[src/rtl/decode_in_capture_fifo.sv]
// Capture FIFO for LC-3 decode-stage instructions: filters by opcode mask, queues
// {instr, npc} pairs and presents the decoded head record to a consumer.
module decode_in_capture_fifo #(
    parameter int PC_W  = 16,
    parameter int DEPTH = 4,
    parameter int CNT_W = 8
) (
    input  logic                       clock,
    input  logic                       reset,
    input  logic                       enable_decode,
    input  logic [15:0]                dout,
    input  logic [PC_W-1:0]            npc_in,
    input  logic [15:0]                opcode_mask,
    input  logic                       clear,
    input  logic                       out_ready,
    output logic                       out_valid,
    output logic [15:0]                out_instr,
    output logic [PC_W-1:0]            out_npc,
    output logic [3:0]                 out_opcode,
    output logic [2:0]                 out_dr,
    output logic [2:0]                 out_sr1,
    output logic [2:0]                 out_sr2,
    output logic [2:0]                 out_baser,
    output logic [4:0]                 out_imm5,
    output logic [8:0]                 out_pcoffset9,
    output logic [5:0]                 out_pcoffset6,
    output logic [2:0]                 out_nzp,
    output logic                       out_middle_bit,
    output logic [$clog2(DEPTH):0]     level,
    output logic                       overflow,
    output logic [CNT_W-1:0]           drop_count
);

    localparam int AW = $clog2(DEPTH);
    localparam int LW = AW + 1;

    logic [15:0]     instr_mem [DEPTH];
    logic [PC_W-1:0] npc_mem   [DEPTH];
    logic [AW-1:0]   wr_ptr;
    logic [AW-1:0]   rd_ptr;
    logic            capture;
    logic            full;
    logic            pop;
    logic            push;
    logic            drop;
    logic [15:0]     head_instr;
    logic [PC_W-1:0] head_npc;

    assign capture   = enable_decode && opcode_mask[dout[15:12]];
    assign full      = (level == LW'(DEPTH));
    assign out_valid = (level != '0);
    assign pop       = out_valid && out_ready;
    // A simultaneous pop frees the slot, so a full FIFO still accepts the capture.
    assign push      = capture && (!full || pop);
    assign drop      = capture && full && !pop;

    always_ff @(posedge clock or negedge reset) begin
        if (!reset) begin
            wr_ptr     <= '0;
            rd_ptr     <= '0;
            level      <= '0;
            overflow   <= 1'b0;
            drop_count <= '0;
        end else if (clear) begin
            wr_ptr     <= '0;
            rd_ptr     <= '0;
            level      <= '0;
            overflow   <= 1'b0;
            drop_count <= '0;
        end else begin
            if (push) wr_ptr <= wr_ptr + AW'(1);
            if (pop)  rd_ptr <= rd_ptr + AW'(1);
            if (push && !pop)
                level <= level + LW'(1);
            else if (!push && pop)
                level <= level - LW'(1);
            if (drop) begin
                overflow <= 1'b1;
                if (drop_count != {CNT_W{1'b1}})
                    drop_count <= drop_count + CNT_W'(1);
            end
        end
    end

    // Storage needs no reset: the head is masked to zero whenever level is 0.
    always_ff @(posedge clock) begin
        if (push && !clear) begin
            instr_mem[wr_ptr] <= dout;
            npc_mem[wr_ptr]   <= npc_in;
        end
    end

    assign head_instr = instr_mem[rd_ptr];
    assign head_npc   = npc_mem[rd_ptr];

    always_comb begin
        out_instr      = '0;
        out_npc        = '0;
        out_opcode     = '0;
        out_dr         = '0;
        out_sr1        = '0;
        out_sr2        = '0;
        out_baser      = '0;
        out_imm5       = '0;
        out_pcoffset9  = '0;
        out_pcoffset6  = '0;
        out_nzp        = '0;
        out_middle_bit = 1'b0;
        if (out_valid) begin
            out_instr  = head_instr;
            out_npc    = head_npc;
            out_opcode = head_instr[15:12];
            case (head_instr[15:12])
                4'b0001, 4'b0101: begin
                    out_dr  = head_instr[11:9];
                    out_sr1 = head_instr[8:6];
                    if (head_instr[5]) begin
                        out_imm5       = head_instr[4:0];
                        out_middle_bit = 1'b1;
                    end else begin
                        out_sr2 = head_instr[2:0];
                    end
                end
                4'b1001: begin
                    out_dr  = head_instr[11:9];
                    out_sr1 = head_instr[8:6];
                end
                4'b0010, 4'b1010, 4'b1110: begin
                    out_dr        = head_instr[11:9];
                    out_pcoffset9 = head_instr[8:0];
                end
                4'b0110: begin
                    out_dr        = head_instr[11:9];
                    out_baser     = head_instr[8:6];
                    out_pcoffset6 = head_instr[5:0];
                end
                4'b0111: begin
                    out_sr1       = head_instr[11:9];
                    out_baser     = head_instr[8:6];
                    out_pcoffset6 = head_instr[5:0];
                end
                4'b0011, 4'b1011: begin
                    out_sr1       = head_instr[11:9];
                    out_pcoffset9 = head_instr[8:0];
                end
                4'b1100: begin
                    out_baser = head_instr[8:6];
                end
                4'b0000: begin
                    out_nzp       = head_instr[11:9];
                    out_pcoffset9 = head_instr[8:0];
                end
                default: begin
                end
            endcase
        end
    end

endmodule

[config.mk]
export PLATFORM = sky130hd
export DESIGN_NAME = decode_in_capture_fifo
export DESIGN_NICKNAME = d
export VERILOG_FILES = /design/src/rtl/decode_in_capture_fifo.sv
export SDC_FILE = /design/constraint.sdc
export NUM_CORES = 1
export LEC_CHECK = 0
export ABC_CLOCK_PERIOD_IN_PS = 2250
export BUFFER_PORTS_ARGS = -buffer_cell sky130_fd_sc_hd__buf_2
export CAP_MARGIN = 10
export CORE_UTILIZATION = 51
export DETAILED_ROUTE_END_ITERATION = 8
export GPL_TIMING_DRIVEN = 0
export PLACE_DENSITY = 0.72
export RECOVER_POWER = 50
export SYNTH_ARGS = -nofsm -noshare
export SYNTH_HDL_FRONTEND = slang
export SYNTH_SLANG_ARGS = --single-unit
export TNS_END_PERCENT = 1
[constraint.sdc]
create_clock -name clock -period 2.25 [get_ports clock]
set_input_delay 0.225 -clock clock [delete_from_list [all_inputs] [get_ports clock]]
set_output_delay 0.225 -clock clock [all_outputs]
set_load 0.1 [all_outputs]
==> metrics.md, run 1 <==
| Metric | Value |
|---|---|
| Fmax | 385.3 MHz |
| Critical path startpoint category | flip-flop |
| R2R cell count | 8 |
| Syn Inst Count | 418 |
| Post-route ant nets | 0 |
| Worst setup margin | -345.5 ps |
| Final Wtd Congestion | 0.7996 |
| Core Footprint | 0.01211 sq mm |
| Avg Inst Size Synth | 15.31 sq um |
| Number of global-route vias before repair | 4244 |
| Clk_lat worst skew | 420 ps |
| Routed WL | 15800 microns |
| Seq/Total Area, Yosys | 0.6633 |
| Syn Nets | 477 |
| Row cnt | 40 |
| Ys flop type | edfxtp_1 |
| Grt total ovfl | 0 |
| Slew Limit Fails | 0 |
| Setup CP Type | flip-flop to primary output |
| Crit path from | rd_ptr[0] |
| Max Cap Viol | 0 |
| Die area | 0.01300 sq mm |
| Pin count of the biggest net entering global routing | 33 |
| Final cell count without fillers | 779 |
| Hold Path Class | primary input to flip-flop |
| Syn Std Cell Area | 0.006399 sq mm |
| Dpl cell area | 0.007685 sq mm |
| Leakage | 3.524 nW |
| Die Ht | 114.0 microns |
| Peak VDD IR | 1.148 mV |
| Clock sink count | 144 |
| Hold depth | 1 |
| Status | complete, but fails checks |
| Antenna violations before repair | 0 |
| # DRC | 0 |
| Vias per cell | 5.506 |
| TritonCTS Buffers | 17 |
| Slew HR | 0.5975 |
| Yosys cell types | 54 |
| RSZ-0062 raised after global routing | yes |
| Share of layout cells above drive strength 1 | 0.5597 |
| Inst Count DP | 723 |
| Yosys top cell area share | 0.6007 |
| Number of synthesized flops with an enable pin | 128 |
| CTS Buffer Depth | 2 |
| Number of filler instances in the final layout | 650 |
| Worst R2R Start | level[2] |
| Final hold violation count | 0 |
| First DRT Iteration DRCs | 275 |
| DRT Pass-1 Iters | 4 |
| Yosys top cell by area | edfxtp_1 |
| Antenna Diode Count | 0 |
| Max Clock Skew | 9.506 ps |
| Period minus WS final | 2595 ps |
| Worst-path fanout max | 7 |
| CTS Root Cell | clkbuf_16 |
| Critical Path AT | 2370 ps |
| Ranking of synthesized cells by area | edfxtp_1 60%, mux4_2 11%, dfrtp_1 6.3%, nor2_1 2.9%, and2_1 2.5% |
| Area grow syn2layout | 49.88% |
| Final setup vio count | 69 |
| Top-count cell post-synth | edfxtp_1 |
| CP required | 2030 ps |
| # IOs | 138 |
| Total track usage | 0.2449 |
| Power density over the cells | 1319 mW/mm^2 |
| DP HPWL | 8661 microns |
| Clock-pin transition on the worst setup and hold timing paths | 60 ps |
| Share of synthesized registers carrying an async set or reset | 0.1111 |
| I/O Buffers | 137 |
| Synth top cells by count | 128 x edfxtp_1, 49 x nor2_1, 32 x mux4_2, 26 x and2_1, 25 x nand2_1 |
| Hold_sp | dout[6] |
| First-pass GRT wire length | 23200 microns |
| DR WL/cell | 20.28 microns |
| Worst slew pin tran | 599.3 ps |
| CP endpoint kind | primary output |
| Total number of vias | 4289 |
| Post-synthesis register bit count | 144 |
| CTS tree | yes |
| Failing checks | negative setup slack |
| Synth warn | 0 |
| Setup TNS | -13740 ps |
| Fin crit share | 1.154 |
| CTS H-tree lvls | 4 |
| PnR Total Power | 12.65 mW |
| Nets | 657 |
| Die Wd | 114.0 microns |
| Finished Cell Area | 0.009590 sq mm |
| Initial Util | 0.5283 |
-- metal layers --
layer	wire length, microns	share of wire	global-route usage
met3	883	0.056	0.06164
met4	388	0.025	0.09784
met5	0	0	0
met1	6204	0.39	0.3061
met2	8322	0.53	0.4117
-- path summary, 6_finish.rpt --
path,endpoint,slack (ps)
worst max-delay path,out_pcoffset9[0],-350
worst min-delay path,instr_mem[1][6],30
worst max register to register,level[1],-170
worst min register to register,overflow,520
max in group asynchronous,level[1],1680
min in group asynchronous,drop_count[7],260
-- logic make-up (layout without fill, tap and decap cells) --
logic type	Yosys count	after routing	synth area share
fa+ha+maj	6	6	0.01291
buf+inv	42	235	0.03442
xor+xnor	3	3	0.004107
compound gates	41	41	0.04478
mux	45	45	0.1338
flops	144	144	0.6633
simple gates	137	137	0.1068
-- state kept, by name (all words and copies together), names as in the netlist --
register	cells
level	3
drop_count	8
instr_mem	64
wr_ptr	2
rd_ptr	2
npc_mem	64
overflow	1
-- through the flow --
step | hold slack (ps) | setup slack, ps | util
floorplan | -70.59 | -213.0 | -
global placement | 164.0 | -701.1 | 0.6345
detailed placement | 165.2 | -775.7 | 0.6345
CTS | 4.051 | -294.5 | 0.7700
global route | 28.63 | -414.7 | 0.7918
finish | 26.03 | -345.5 | 0.7918
-- layout by cell type, fill, tap and decap left out, drive strengths merged, types with 3 or more instances in the layout --
master / instances
nand2: 25
mux2i: 9
and2: 27
mux4: 32
a221oi: 3
o21ai: 9
dfrtp: 16
edfxtp: 128
nand3: 9
bufinv: 5
a22oi: 4
mux2: 4
inv: 18
clkinvlp: 9
nor2: 49
clkbuf: 48
a21oi: 15
ha: 5
and3: 4
nor3: 4
buf: 152
nor2b: 4
-- timing repair --
item | CTS | global route
buffers inserted | 8 | 14
resized for setup | 266 | 42
setup endpoints to repair | 203 | 206
hold buffers | 1 | 0
pin swaps | 13 | 12
endpoints found under the hold margin | 16 | 0
gates cloned | 0 | 1
-- report_power, final --
group	switching, mW	leakage [nW]	internal [mW]
Sequential	0.0533	1.37	3.00
Combinational	4.32	1.84	2.18
Clock	1.10	0.310	1.99
-- final cells by class --
cell class	count	area (sq um)	share of cell area
repair buffers	161	1634	0.1704
clock buffers	18	429.2	0.04475
flip-flops and latches	144	4257	0.4438
plain buffers	22	302.8	0.03157
clock inverters	14	227.7	0.02374
inverters	20	97.59	0.01018
well taps	168	210.2	0.02192
multi-input cells	232	2432	0.2536
-- critical path, cell delays in order, from the launching register on --
cell and delay (ps):
dfrtp_1 340, buf_6 150, mux4_2 560, nor2_2 180, a22oi_2 110, buf_4 140
buf_12 140, nor2_4 140, buf_12 180
Note: power is estimated with default switching activity, not from simulation.
==> run 2: changes to the inputs <==
- CAP_MARGIN: 10 -> not set
- CORE_MARGIN: not set -> 4
- CORE_UTILIZATION: 51 -> 54
- PLACE_DENSITY: 0.72 -> 0.76
==> metrics.md, run 2 (synthesized netlist as in run 1, its figures left out) <==
| Metric | Value |
|---|---|
| Setup TNS | -15060 ps (-1321 ps) |
| Clk pwr share | 0.230 (-0.014) |
| Area grow syn2layout | 43.96% |
| CTS tree | yes |
| WHS Endpoint | instr_mem[0][11] |
| Commonest non-fill, non-tap cell in the layout | edfxtp_1 |
| DP HPWL | 8970 microns (+3.6%) |
| Post-route ant nets | 0 (unchanged) |
| Clk_lat worst skew | 420 ps (about the same) |
| Slew Limit Fails | 0 (unchanged) |
| Vias per cell | 5.696 (+3.4%) |
| Max Cap Viol | 0 (unchanged) |
| Nets | 642 (-2.3%) |
| I/O Buffers | 137 (unchanged) |
| Row cnt | 39 (-2.5%) |
| Routed WL | 15390 microns (-2.6%) |
| TritonCTS Buffers | 17 (unchanged) |
| R2R cell count | 8 (unchanged) |
| Core Footprint | 0.01152 sq mm (-4.9%) |
| Hold Slack | 30.55 ps (+4.514 ps) |
| CTS Buffer Depth | 2 (unchanged) |
| Critical path startpoint category | flip-flop |
| Hold_sp | dout[11] |
| Slew HR | 0.6138 (+0.01629) |
| Pin count of the biggest net entering global routing | 33 (unchanged) |
| Cell Int Power | 6.586 mW (-8.2%) |
| Most frequent cells in the layout | 128 x edfxtp_1, 43 x buf_2, 33 x buf_12 |
| Setup CP Type | flip-flop to primary output |
| Hold Path Class | primary input to flip-flop |
| Antenna Diode Count | 0 (unchanged) |
| Sequential Power Share | 0.259 (+0.017) |
| # IOs | 138 (unchanged) |
| CTS Root Cell | clkbuf_16 |
| Final cell count without fillers | 739 (-5.1%) |
| First DRT Iteration DRCs | 357 (+30%) |
| Period minus WS final | 2607 ps (+11.56 ps) |
| Worst reg-to-reg setup slack | -200 ps (-30 ps) |
| PnR Total Power | 11.85 mW (-6.3%) |
| Logic pwr share | 0.511 (-0.003) |
| RSZ-0062 raised after global routing | yes |
| Clock sink count | 144 (unchanged) |
| Leakage | 3.354 nW (-4.8%) |
| Die Wd | 116.9 microns (+2.5%) |
| Biggest regs | instr_mem (64), npc_mem (64), drop_count (8) |
| Clock-pin transition on the worst setup and hold timing paths | 60 ps (about the same) |
| Post-Route Utilization | 0.7999 (+0.008031) |
| Initial Util | 0.5556 (+0.02732) |
| Worst R2R Start | level[1] |
| Hold depth | 1 (unchanged) |
| Critical Path AT | 2380 ps (about the same) |
| Finished Cell Area | 0.009211 sq mm (-4.0%) |
| Inst Count DP | 698 (-3.5%) |
| Final hold violation count | 0 (unchanged) |
| Fin crit share | 1.159 (+0.005139) |
| Worst setup margin | -357.0 ps (-11.56 ps) |
| CP required | 2030 ps (about the same) |
| # DRC | 0 (unchanged) |
| DR WL/cell | 20.82 microns (+2.7%) |
| Die Ht | 116.9 microns (+2.5%) |
| Fmax | 383.6 MHz (-0.44%) |
| Status | complete, but fails checks |
| CTS H-tree lvls | 4 (unchanged) |
| Final setup vio count | 70 (+1.4%) |
| Worst slew pin tran | 575.0 ps (-24.25 ps) |
| First-pass GRT wire length | 22910 microns (-1.3%) |
| Die area | 0.01366 sq mm (+5.1%) |
| Total number of vias | 4209 (-1.9%) |
| Pre-CTS setup slack | -796.4 ps (-20.67 ps) |
| CP endpoint kind | primary output |
| Failing checks | negative setup slack |
| Antenna violations before repair | 0 (unchanged) |
| Worst-path fanout max | 9 (+2) |
| Total track usage | 0.2290 (-0.01587) |
| Switching pwr | 5.263 mW (-3.9%) |
| Number of global-route vias before repair | 4264 (+0.47%) |
| Max Clock Skew | 8.084 ps (-1.422 ps) |
| Reg2reg end | level[2] |
| DRT Pass-1 Iters | 7 (+3) |
| Sw Ratio | 0.4442 (+0.01134) |
| Grt total ovfl | 0 (unchanged) |
| Final Wtd Congestion | 0.8527 (+6.6%) |
| Power density over the cells | 1286 mW/mm^2 (-2.5%) |
| Dpl cell area | 0.007654 sq mm (-0.41%) |
| Peak VDD IR | 0.9284 mV (-19%) |
| Share of layout cells above drive strength 1 | 0.5369 (-0.02283) |
-- run 2: worst max-delay path by stage --
stage,to,slack [ps],cells past startpoint,start
after global placement,npc_mem[0][8],-700,8,dout[14]
after global routing,out_pcoffset9[1],-460,8,rd_ptr[0]
after floorplan,out_pcoffset9[0],-210,5,rd_ptr[0]
after detailed placement,npc_mem[3][8],-800,8,dout[14]
final,out_pcoffset9[2],-360,8,rd_ptr[0]
after CTS,out_dr[0],-320,6,rd_ptr[0]
-- run 2: power by group through the flow --
stage	Clock [mW]	Sequential (mW)	Combinational, mW
floorplan	0	3.21	4.08
global placement	0	3.10	4.85
detailed placement	0	3.11	4.89
CTS	2.76	3.06	5.72
global route	2.88	3.07	6.28
finish	2.73	3.07	6.06
-- run 2: what timing repair did --
item / 4_1_cts / 5_1_grt
hold buffers: 1 / 0
pin swaps: 10 / 4
endpoints found under the hold margin: 16 / 0
resized for setup: 229 / 42
endpoints found under the setup margin: 203 / 207
buffers inserted: 5 / 3
-- run 2: worst max-delay path: stages (launching register included) --
cell,delay (ps)
dfrtp_1,340
buf_6,150
mux4_2,600
nand2b_1,170
nand2_2,80
a22oi_2,200
buf_12,200
nor2_4,50
buf_12,160
-- run 2: area by class of cell --
type                            instances  area (sq um)
Tap cell                              143         178.9
Multi-Input combinational cell        232          2404
Timing Repair Buffer                  146          1408
Clock buffer                           19         432.9
Sequential cell                       144          4257
Inverter                               20         97.59
Fill cell                             577          2305
Buffer                                 22         289.0
Clock inverter                         13         145.1
-- run 2: layer usage --
metal / global-route usage / wire length, microns / up-vias
met4: 0.06422 / 228 / 0
met1: 0.2838 / 6014 / 2105
met5: 0 / 0 / -
li1: - / - / 1911
met2: 0.3948 / 8118 / 173
met3: 0.06787 / 1026 / 20
